File: config.mk
export PLATFORM = sky130hd
export DESIGN_NAME = alu_rs
export DESIGN_NICKNAME = d
export VERILOG_FILES = /design/src/rtl/alu_rs.sv
export SDC_FILE = /design/constraint.sdc
export NUM_CORES = 1
export LEC_CHECK = 0
export ABC_AREA = 1
export CORE_MARGIN = 2
export CORE_UTILIZATION = 50
export DETAILED_ROUTE_END_ITERATION = 16
export PLACE_DENSITY = 0.72
export SLEW_MARGIN = 15
export SYNTH_ARGS = -nofsm -noshare
export SYNTH_HDL_FRONTEND = slang
export SYNTH_SLANG_ARGS = --single-unit
File: constraint.sdc
create_clock -name clk -period 5.8 [get_ports clk]
set_input_delay 0.87 -clock clk [delete_from_list [all_inputs] [get_ports clk]]
set_output_delay 0.87 -clock clk [all_outputs]
set_load 0.05 [all_outputs]
File: src/rtl/alu_rs.sv
// alu_rs: integer ALU reservation station.
// Holds dispatched micro-ops, wakes them from the CDB and issues the oldest ready one.
module alu_rs #(
    parameter int NUM_ENTRIES = 4,
    parameter int TAG_W       = 4
) (
    input  logic                               clk,
    input  logic                               rst_n,
    input  logic                               flush,
    input  logic                               disp_valid,
    output logic                               disp_ready,
    input  logic [3:0]                         disp_alu_op,
    input  logic [TAG_W-1:0]                   disp_rob_tag,
    input  logic                               disp_src1_rdy,
    input  logic [31:0]                        disp_src1_val,
    input  logic [TAG_W-1:0]                   disp_src1_tag,
    input  logic                               disp_src2_rdy,
    input  logic [31:0]                        disp_src2_val,
    input  logic [TAG_W-1:0]                   disp_src2_tag,
    input  logic                               cdb_valid,
    input  logic [TAG_W-1:0]                   cdb_tag,
    input  logic [31:0]                        cdb_data,
    output logic                               iss_valid,
    input  logic                               iss_ready,
    output logic [31:0]                        iss_operand_a,
    output logic [31:0]                        iss_operand_b,
    output logic [3:0]                         iss_alu_op,
    output logic [TAG_W-1:0]                   iss_rob_tag,
    output logic [$clog2(NUM_ENTRIES+1)-1:0]   rs_count
);

    localparam int CW = $clog2(NUM_ENTRIES + 1);
    localparam int IW = $clog2(NUM_ENTRIES);
    localparam int AW = $clog2(NUM_ENTRIES);

    // Per-entry state. age is the number of valid entries older than this one,
    // so ages of valid entries are unique and 0 marks the oldest.
    logic [NUM_ENTRIES-1:0] valid;
    logic [NUM_ENTRIES-1:0] s1_rdy;
    logic [NUM_ENTRIES-1:0] s2_rdy;
    logic [3:0]             op      [NUM_ENTRIES];
    logic [TAG_W-1:0]       rob_tag [NUM_ENTRIES];
    logic [TAG_W-1:0]       s1_tag  [NUM_ENTRIES];
    logic [TAG_W-1:0]       s2_tag  [NUM_ENTRIES];
    logic [31:0]            s1_val  [NUM_ENTRIES];
    logic [31:0]            s2_val  [NUM_ENTRIES];
    logic [AW-1:0]          age     [NUM_ENTRIES];

    logic          sel_found;
    logic [IW-1:0] sel_idx;
    logic [AW-1:0] sel_age;
    logic          free_found;
    logic [IW-1:0] free_idx;
    logic          disp_fire;
    logic          iss_fire;
    logic [AW-1:0] new_age;
    logic          byp1;
    logic          byp2;

    // Select the oldest entry whose operands are both ready.
    always_comb begin
        sel_found = 1'b0;
        sel_idx   = '0;
        sel_age   = '0;
        for (int i = 0; i < NUM_ENTRIES; i++) begin
            if (valid[i] && s1_rdy[i] && s2_rdy[i] &&
                (!sel_found || age[i] < sel_age)) begin
                sel_found = 1'b1;
                sel_idx   = IW'(i);
                sel_age   = age[i];
            end
        end
    end

    // Find the lowest-index free slot from registered occupancy.
    always_comb begin
        free_found = 1'b0;
        free_idx   = '0;
        for (int i = 0; i < NUM_ENTRIES; i++) begin
            if (!valid[i] && !free_found) begin
                free_found = 1'b1;
                free_idx   = IW'(i);
            end
        end
    end

    // Handshakes, dispatch bypass and the age given to a new entry.
    always_comb begin
        disp_ready = (rs_count < CW'(NUM_ENTRIES));
        disp_fire  = disp_valid && disp_ready && !flush;
        iss_fire   = sel_found && iss_ready && !flush;
        new_age    = AW'(rs_count - CW'(iss_fire));
        byp1       = !disp_src1_rdy && cdb_valid &&
                     (cdb_tag == disp_src1_tag);
        byp2       = !disp_src2_rdy && cdb_valid &&
                     (cdb_tag == disp_src2_tag);
    end

    // Issue outputs come from registered state only and read zero when idle.
    always_comb begin
        iss_valid     = sel_found;
        iss_operand_a = '0;
        iss_operand_b = '0;
        iss_alu_op    = '0;
        iss_rob_tag   = '0;
        if (sel_found) begin
            iss_operand_a = s1_val[sel_idx];
            iss_operand_b = s2_val[sel_idx];
            iss_alu_op    = op[sel_idx];
            iss_rob_tag   = rob_tag[sel_idx];
        end
    end

    // Occupancy counter; flush and reset empty the station.
    always_ff @(posedge clk) begin
        if (!rst_n || flush) begin
            rs_count <= '0;
        end else begin
            rs_count <= rs_count + CW'(disp_fire) - CW'(iss_fire);
        end
    end

    // Valid bits: clear on issue, set on dispatch into the free slot.
    always_ff @(posedge clk) begin
        if (!rst_n || flush) begin
            valid <= '0;
        end else begin
            if (iss_fire) begin
                valid[sel_idx] <= 1'b0;
            end
            if (disp_fire) begin
                valid[free_idx] <= 1'b1;
            end
        end
    end

    // Ages close the gap left by an issued entry; new entries go to the back.
    always_ff @(posedge clk) begin
        if (!rst_n) begin
            for (int i = 0; i < NUM_ENTRIES; i++) begin
                age[i] <= '0;
            end
        end else if (!flush) begin
            for (int i = 0; i < NUM_ENTRIES; i++) begin
                if (valid[i] && iss_fire && age[i] > sel_age) begin
                    age[i] <= age[i] - AW'(1);
                end
            end
            if (disp_fire) begin
                age[free_idx] <= new_age;
            end
        end
    end

    // Operand capture: CDB wakeup of waiting sources, then dispatch write.
    always_ff @(posedge clk) begin
        if (!rst_n) begin
            s1_rdy <= '0;
            s2_rdy <= '0;
        end else if (!flush) begin
            for (int i = 0; i < NUM_ENTRIES; i++) begin
                if (valid[i] && cdb_valid && !s1_rdy[i] &&
                    s1_tag[i] == cdb_tag) begin
                    s1_rdy[i] <= 1'b1;
                    s1_val[i] <= cdb_data;
                end
                if (valid[i] && cdb_valid && !s2_rdy[i] &&
                    s2_tag[i] == cdb_tag) begin
                    s2_rdy[i] <= 1'b1;
                    s2_val[i] <= cdb_data;
                end
            end
            if (disp_fire) begin
                op[free_idx]      <= disp_alu_op;
                rob_tag[free_idx] <= disp_rob_tag;
                s1_tag[free_idx]  <= disp_src1_tag;
                s2_tag[free_idx]  <= disp_src2_tag;
                s1_rdy[free_idx]  <= disp_src1_rdy || byp1;
                s2_rdy[free_idx]  <= disp_src2_rdy || byp2;
                s1_val[free_idx]  <= byp1 ? cdb_data : disp_src1_val;
                s2_val[free_idx]  <= byp2 ? cdb_data : disp_src2_val;
            end
        end
    end

endmodule

# Word-level counts from Yosys, hierarchy flattened
# Memory sizes are Yosys's and may differ from the RTL's.
# Cells that the tools add are included.
# W data, S select, Z words.
[totals]
output_inout_bits = 77
elab_cells = 240
in_bits = 124
ram_bits = 328
register_bits = 15
n_memories = 7
[memory_table]
columns = ["memory", "words", "word_bits", "rd", "rd_ports_with_merged_regs", "write_ports", "line", "rtl"]
rows = [
  ["s1_val", 4, 32, 1, 0, 5, "45", "logic [31:0] s1_val [NUM_ENTRIES];"],
  ["s2_val", 4, 32, 1, 0, 5, "46", "logic [31:0] s2_val [NUM_ENTRIES];"],
  ["op", 4, 4, 1, 0, 1, "41", "logic [3:0] op [NUM_ENTRIES];"],
  ["rob_tag", 4, 4, 1, 0, 1, "42", "logic [TAG_W-1:0] rob_tag [NUM_ENTRIES];"],
  ["s1_tag", 4, 4, 4, 0, 1, "43", "logic [TAG_W-1:0] s1_tag [NUM_ENTRIES];"],
  ["s2_tag", 4, 4, 4, 0, 1, "44", "logic [TAG_W-1:0] s2_tag [NUM_ENTRIES];"],
  ["1 more memories", "n/a", "n/a", "n/a", "n/a", "n/a", "n/a", ""],
]
[classes]
n_lt_le_gt_ge = 12
n_eq_ne = 10
mux = 115
n_reduce_logical = 78
add_sub_neg = 7
n_bitwise = 7
[ops]
columns = ["operator", "count"]
rows = [
  ["$mux W32", 4],
  ["$mux W1", 88],
  ["$logic_and A1 B1 Y1", 52],
  ["$eq A4 B4 Y1", 10],
  ["$mux W4", 7],
  ["$mux W2", 12],
  ["$logic_not A1 Y1", 20],
  ["$bwmux W4", 2],
  ["$gt A2 B2 Y1", 4],
  ["$sub A2 B1 Y2 const B", 4],
  ["$logic_or A1 B1 Y1", 6],
  ["$lt A2 B2 Y1", 3],
  ["$lt A2 B3 Y1 const B", 2],
  ["$and A4 B4 Y4", 1],
  ["$demux W1 S2", 2],
  ["$ge A2 B1 Y1 const B", 2],
  ["$not A4 Y4", 1],
  ["$or A1 B1 Y1", 4],
  ["$or A4 B4 Y4", 1],
  ["$add A3 B1 Y3", 1],
  ["$lt A3 B3 Y1 const B", 1],
  ["$sub A3 B1 Y3", 1],
  ["$sub A2 B1 Y2", 1],
]

# Longest topological paths before layout
[logic_depth]
depth_word = 25
depth_mapped = 35
depth_no_buf = 33

# Worst setup path after synthesis
# OpenSTA, ideal clock, no wires.
[synth_timing]
path_kind = "input to register"
startpoint = "input port cdb_tag[1]"
endpoint = "memory s1_val[1][0] (enable)"
path_buffers = 1
t_arrival_ns = 4.272
setup_slack_ns = 1.063
required_ns = 5.334
setup_ns = 0.466
cell_stages = 9
path_cell_list = "clkbuf_1 -> clkinv_1 -> nand2_1 -> inv_1 -> nor4_1 -> nand2_1 -> nor4_1 -> inv_1 -> o21ai_0"
[synth_lines]
columns = ["element", "line", "rtl"]
rows = [
  ["from (decl)", "21", "input logic [TAG_W-1:0] cdb_tag,"],
  ["to (decl)", "45", ""],
]

# Final worst setup path
[layout_timing]
startpoint = "register valid[0]"
endpoint = "output port iss_operand_b[28]"
[layout_between]
elab_chain_len = 17
word_cells_on_any_way = 26
cone_classes = "3 x order compare; 11 x mux; 11 x reduce/logical; 1 x memory"
[layout_rtl]
columns = ["element", "line", "rtl"]
rows = [
  ["from (decl)", "38", "logic [NUM_ENTRIES-1:0] valid;"],
  ["from (signal assigned)", "126", "valid <= '0;"],
  ["from (signal, indexed assignment)", "129", "valid[sel_idx] <= 1'b0;"],
  ["from (signal, indexed assignment)", "132", "valid[free_idx] <= 1'b1;"],
  ["$logic_and A1 B1 Y1 (*) (2 in series)", "66", "if (valid[i] && s1_rdy[i] && s2_rdy[i] &&"],
  ["$mux W2 / $mux W1 (equally long branches)", "66", ""],
  ["$lt A2 B2 Y1 / $logic_not A1 Y1 (equally long branches)", "67", "(!sel_found || age[i] < sel_age)) begin"],
  ["$logic_or A1 B1 Y1", "67", ""],
  ["$logic_and A1 B1 Y1", "66", ""],
  ["$mux W2 / $mux W1 (equally long branches)", "66", ""],
  ["$lt A2 B2 Y1 / $logic_not A1 Y1 (equally long branches)", "67", ""],
  ["$logic_or A1 B1 Y1", "67", ""],
  ["$logic_and A1 B1 Y1", "66", ""],
  ["$mux W2 / $mux W1 (equally long branches)", "66", ""],
  ["$lt A2 B2 Y1 / $logic_not A1 Y1 (equally long branches)", "67", ""],
  ["$logic_or A1 B1 Y1", "67", ""],
  ["$logic_and A1 B1 Y1", "66", ""],
  ["$mux W2", "66", ""],
  ["$mem_v2 Z4 W32", "n/a", ""],
  ["$mux W32 (*)", "106", "if (sel_found) begin"],
  ["to (decl)", "26", "output logic [31:0] iss_operand_b,"],
]
# Mark *: on every way between the ends. The rest lies on a longest branch, timed or not.

==> impl_metrics.tcl <==
set metrics [dict create \
    cts_tree "yes" \
    layoutNonFillerInstCount 2424 \
    gr-total-overflow 0 \
    yosysMostFrequentCell "edfxtp_1" \
    end_kind "output port" \
    die-height_um 190 \
    synthTopCellsByArea "edfxtp_1 (57%), nand3_1 (9.0%), o21ai_0 (8.0%)" \
    worstMarginPinSlew_ps 1130 \
    cts_sinks 343 \
    finalNetCount 2085 \
    h-tree-depth 2 \
    timing.critical_path.required_ps 4930 \
    synthDistinctLibCells 35 \
    worstSetupPathType "reg2out" \
    grtUsageTotal_pct 27.5 \
    rows 68 \
    tns_ps 0 \
    postRouteAntennaNets 0 \
    period_share_pct 94.3 \
    netlist_instances 1795 \
    status "completed" \
    vdd_drop_max_uv 165 \
    synth_area_leader_cell "edfxtp_1" \
    drt-initial-drc-count 1595 \
    ys_warn_count 0 \
    ys_seq_area_share_pct 58.6 \
    p_switching_mw 1.14 \
    drive_gt1_share_pct 9.29 \
    synthFlopType "edfxtp_1" \
    r2r_cells 30 \
    drc 0 \
    report.final.slew_viol_count 0 \
    route.met2.wl_um 24100 \
    yosys.area.top_type_share_pct 56.9 \
    synth_fp_nets 1934 \
    wl_per_cell_um 20.7 \
    insertion_delay_ps 520 \
    yosys-top-cells-count "edfxtp_1 (328), nand3_1 (313), nand2_1 (310)" \
    met1_length_um 20100 \
    combPwrFrac_pct 6.7 \
    hold_depth 2 \
    power_leakage_nw 8.39 \
    maxCapViolations 0 \
    hold_viol 0 \
    synthArstFlopShare_pct 0 \
    clockRootBuffer "clkbuf_16" \
    grt_pass1_vias 13889 \
    hold_path_class "reg2reg" \
    synth-edff-count 328 \
    finalCriticalPeriod_ps 5470 \
    firstDrtPassIters 7 \
    dp_hpwl_um 31000 \
    fmax_mhz 183 \
    pwr-share-seq_pct 52.6 \
    p_clk_share_pct 40.8 \
    drt_wl_total_um 50300 \
    clockBufferDepth 3 \
    io_buffers 200 \
    fin_util_pct 60.3 \
    clock_skew_ps 14.4 \
    fillers 2849 \
    grt_start_max_net_pins 100 \
    die_w_um 190 \
    slew_headroom_pct 24.1 \
    syn-mean-instance-area_um2 9.65 \
    start_kind "flip-flop" \
    arrival_ps 4600 \
    core-area_um2 34300 \
    start_util_pct 50.5 \
    place_inst 2362 \
    via_per_inst 5.95 \
    setup_viol_count_final 0 \
    antenna_found_initial 0 \
    syn-cell-area_um2 17300 \
    sw_frac_of_total_pct 21.8 \
    grt_pass1_wl_um 76700 \
    cp_max_fo 51 \
    area_delta_synth_final_pct 19.3 \
    cts_made_buffers 36 \
    power.density_nw_per_um2 253 \
    dr_wl_met3_um 4540 \
    synth-seq-cells 343 \
    dieArea_um2 36100 \
    top_layer "met4" \
    routabilityCongestion 0.908 \
    antennaDiodeCount 0 \
    ioPinCount 201 \
    rsz0062_at_grt "false" \
    clk_pin_slew_ps 60 \
    p_int_mw 4.10 \
    vias 14431 \
]
==> metal layers <==
| layer | GRT usage [%] | vias up |
|---|---|---|
| li1 | - | 6688 |
| met1 | 36.1 | 6890 |
| met2 | 46.2 | 752 |
| met3 | 4.43 | 101 |
| met4 | 9.99 | 0 |
| met5 | 0 | - |
==> worst paths after layout <==
kind              slack, ps                    from                     end
hold reg to reg         510  s2_rdy[2]$_SDFFE_PN0N_  s2_rdy[2]$_SDFFE_PN0N_
setup / recovery        330     valid[0]$_SDFF_PP0_       iss_operand_b[28]
hold / removal          510  s2_rdy[2]$_SDFFE_PN0N_  s2_rdy[2]$_SDFFE_PN0N_
setup reg to reg        750     valid[0]$_SDFF_PP0_     age[0][0]$_DFFE_PP_
==> state kept, by name, indices dropped and copies added (netlist names) <==
signal    count
rob_tag      16
valid         4
s1_val      128
age           8
s1_rdy        4
s2_rdy        4
rs_count      3
s1_tag       16
op           16
s2_tag       16
s2_val      128
==> cells in the final DEF (no fill, tap or decap), types with 18 or more instances in the layout <==
cell type and count:
nand3_1 313, clkbuf_16 37, edfxtp_1 328, nand2_1 308, xor2_1 18, mux2i_1 64, inv_1 53, o21ai_0 268
clkdlybuf4s50_1 128, buf_4 100, nor2_1 187
==> area by class of cell <==
| cell class | count | area [µm²] | area share [%] |
|---|---|---|---|
| Tap cell | 455 | 569 | 2.76 |
| Sequential cell | 343 | 10100 | 49.1 |
| Clock buffer | 45 | 956 | 4.63 |
| Timing Repair Buffer | 235 | 2150 | 10.4 |
| Clock inverter | 16 | 96.3 | 0.466 |
| Multi-Input combinational cell | 1266 | 6500 | 31.4 |
| Inverter | 64 | 240 | 1.16 |
==> power by group through the flow <==
stage	logic, mW	registers (mW)	clock network [mW]
2_1_floorplan	0.167	2.80	0
3_3_place_gp	0.336	2.80	0
3_5_place_dp	0.344	2.80	0
4_1_cts	0.346	2.75	2.14
5_1_grt	0.386	2.75	2.24
6_report	0.349	2.75	2.14
==> per-stage QoR <==
step | power [mW] | hold slack [ps] | setup slack [ps] | instance area, µm²
floorplan | 2.97 | 469 | 1060 | 17300
global placement | 3.14 | 489 | 668 | 19600
detailed placement | 3.15 | 498 | 566 | 19600
CTS | 5.24 | 509 | 146 | 20600
global route | 5.38 | 528 | 14.9 | 20700
finish | 5.24 | 508 | 331 | 20700
==> worst max-delay path: stages, from the launching register on <==
cell and delay [ps]:
dfxtp_1 390, inv_2 90, nor2_4 140, nand2_1 90, ha_1 280, nand2_1 70
nand2_1 50, nand2_2 100, nand2_2 100, o21ai_0 250, ha_1 280, nand2_1 70
nand2_1 50, nand2_1 90, nand2_2 90, nand2_1 80, o21ai_1 80, ha_1 280
nand2_1 50, nand2_1 90, nand2_4 120, nand2_8 230, buf_12 270, nand3_1 100
nand2_1 110, nor2_1 40, nor2_1 200, buf_4 250
==> kinds of logic (layout without fill, tap and decap cells) <==
family,after synthesis,in the layout,synth area share [%]
buffers and inverters,187,360,4.70
AOI/OAI and AO/OA,312,312,9.33
adders and majority gates,15,15,1.13
muxes,64,64,3.70
xor gates and xnor gates,28,28,1.42
and+or+nand+nor,846,847,21.1
DFF,343,343,58.6
==> what timing repair did <==
| action | CTS | global route |
|---|---|---|
| hold buffers | 0 | 0 |
| gates resized for setup | 1 | 9 |
| gates cloned | 0 | 1 |
| setup buffers | 0 | 0 |
| setup endpoints to repair | 2 | 70 |
| pin swaps | 0 | 0 |
No activity file was read; power rests on OpenSTA's default activity.
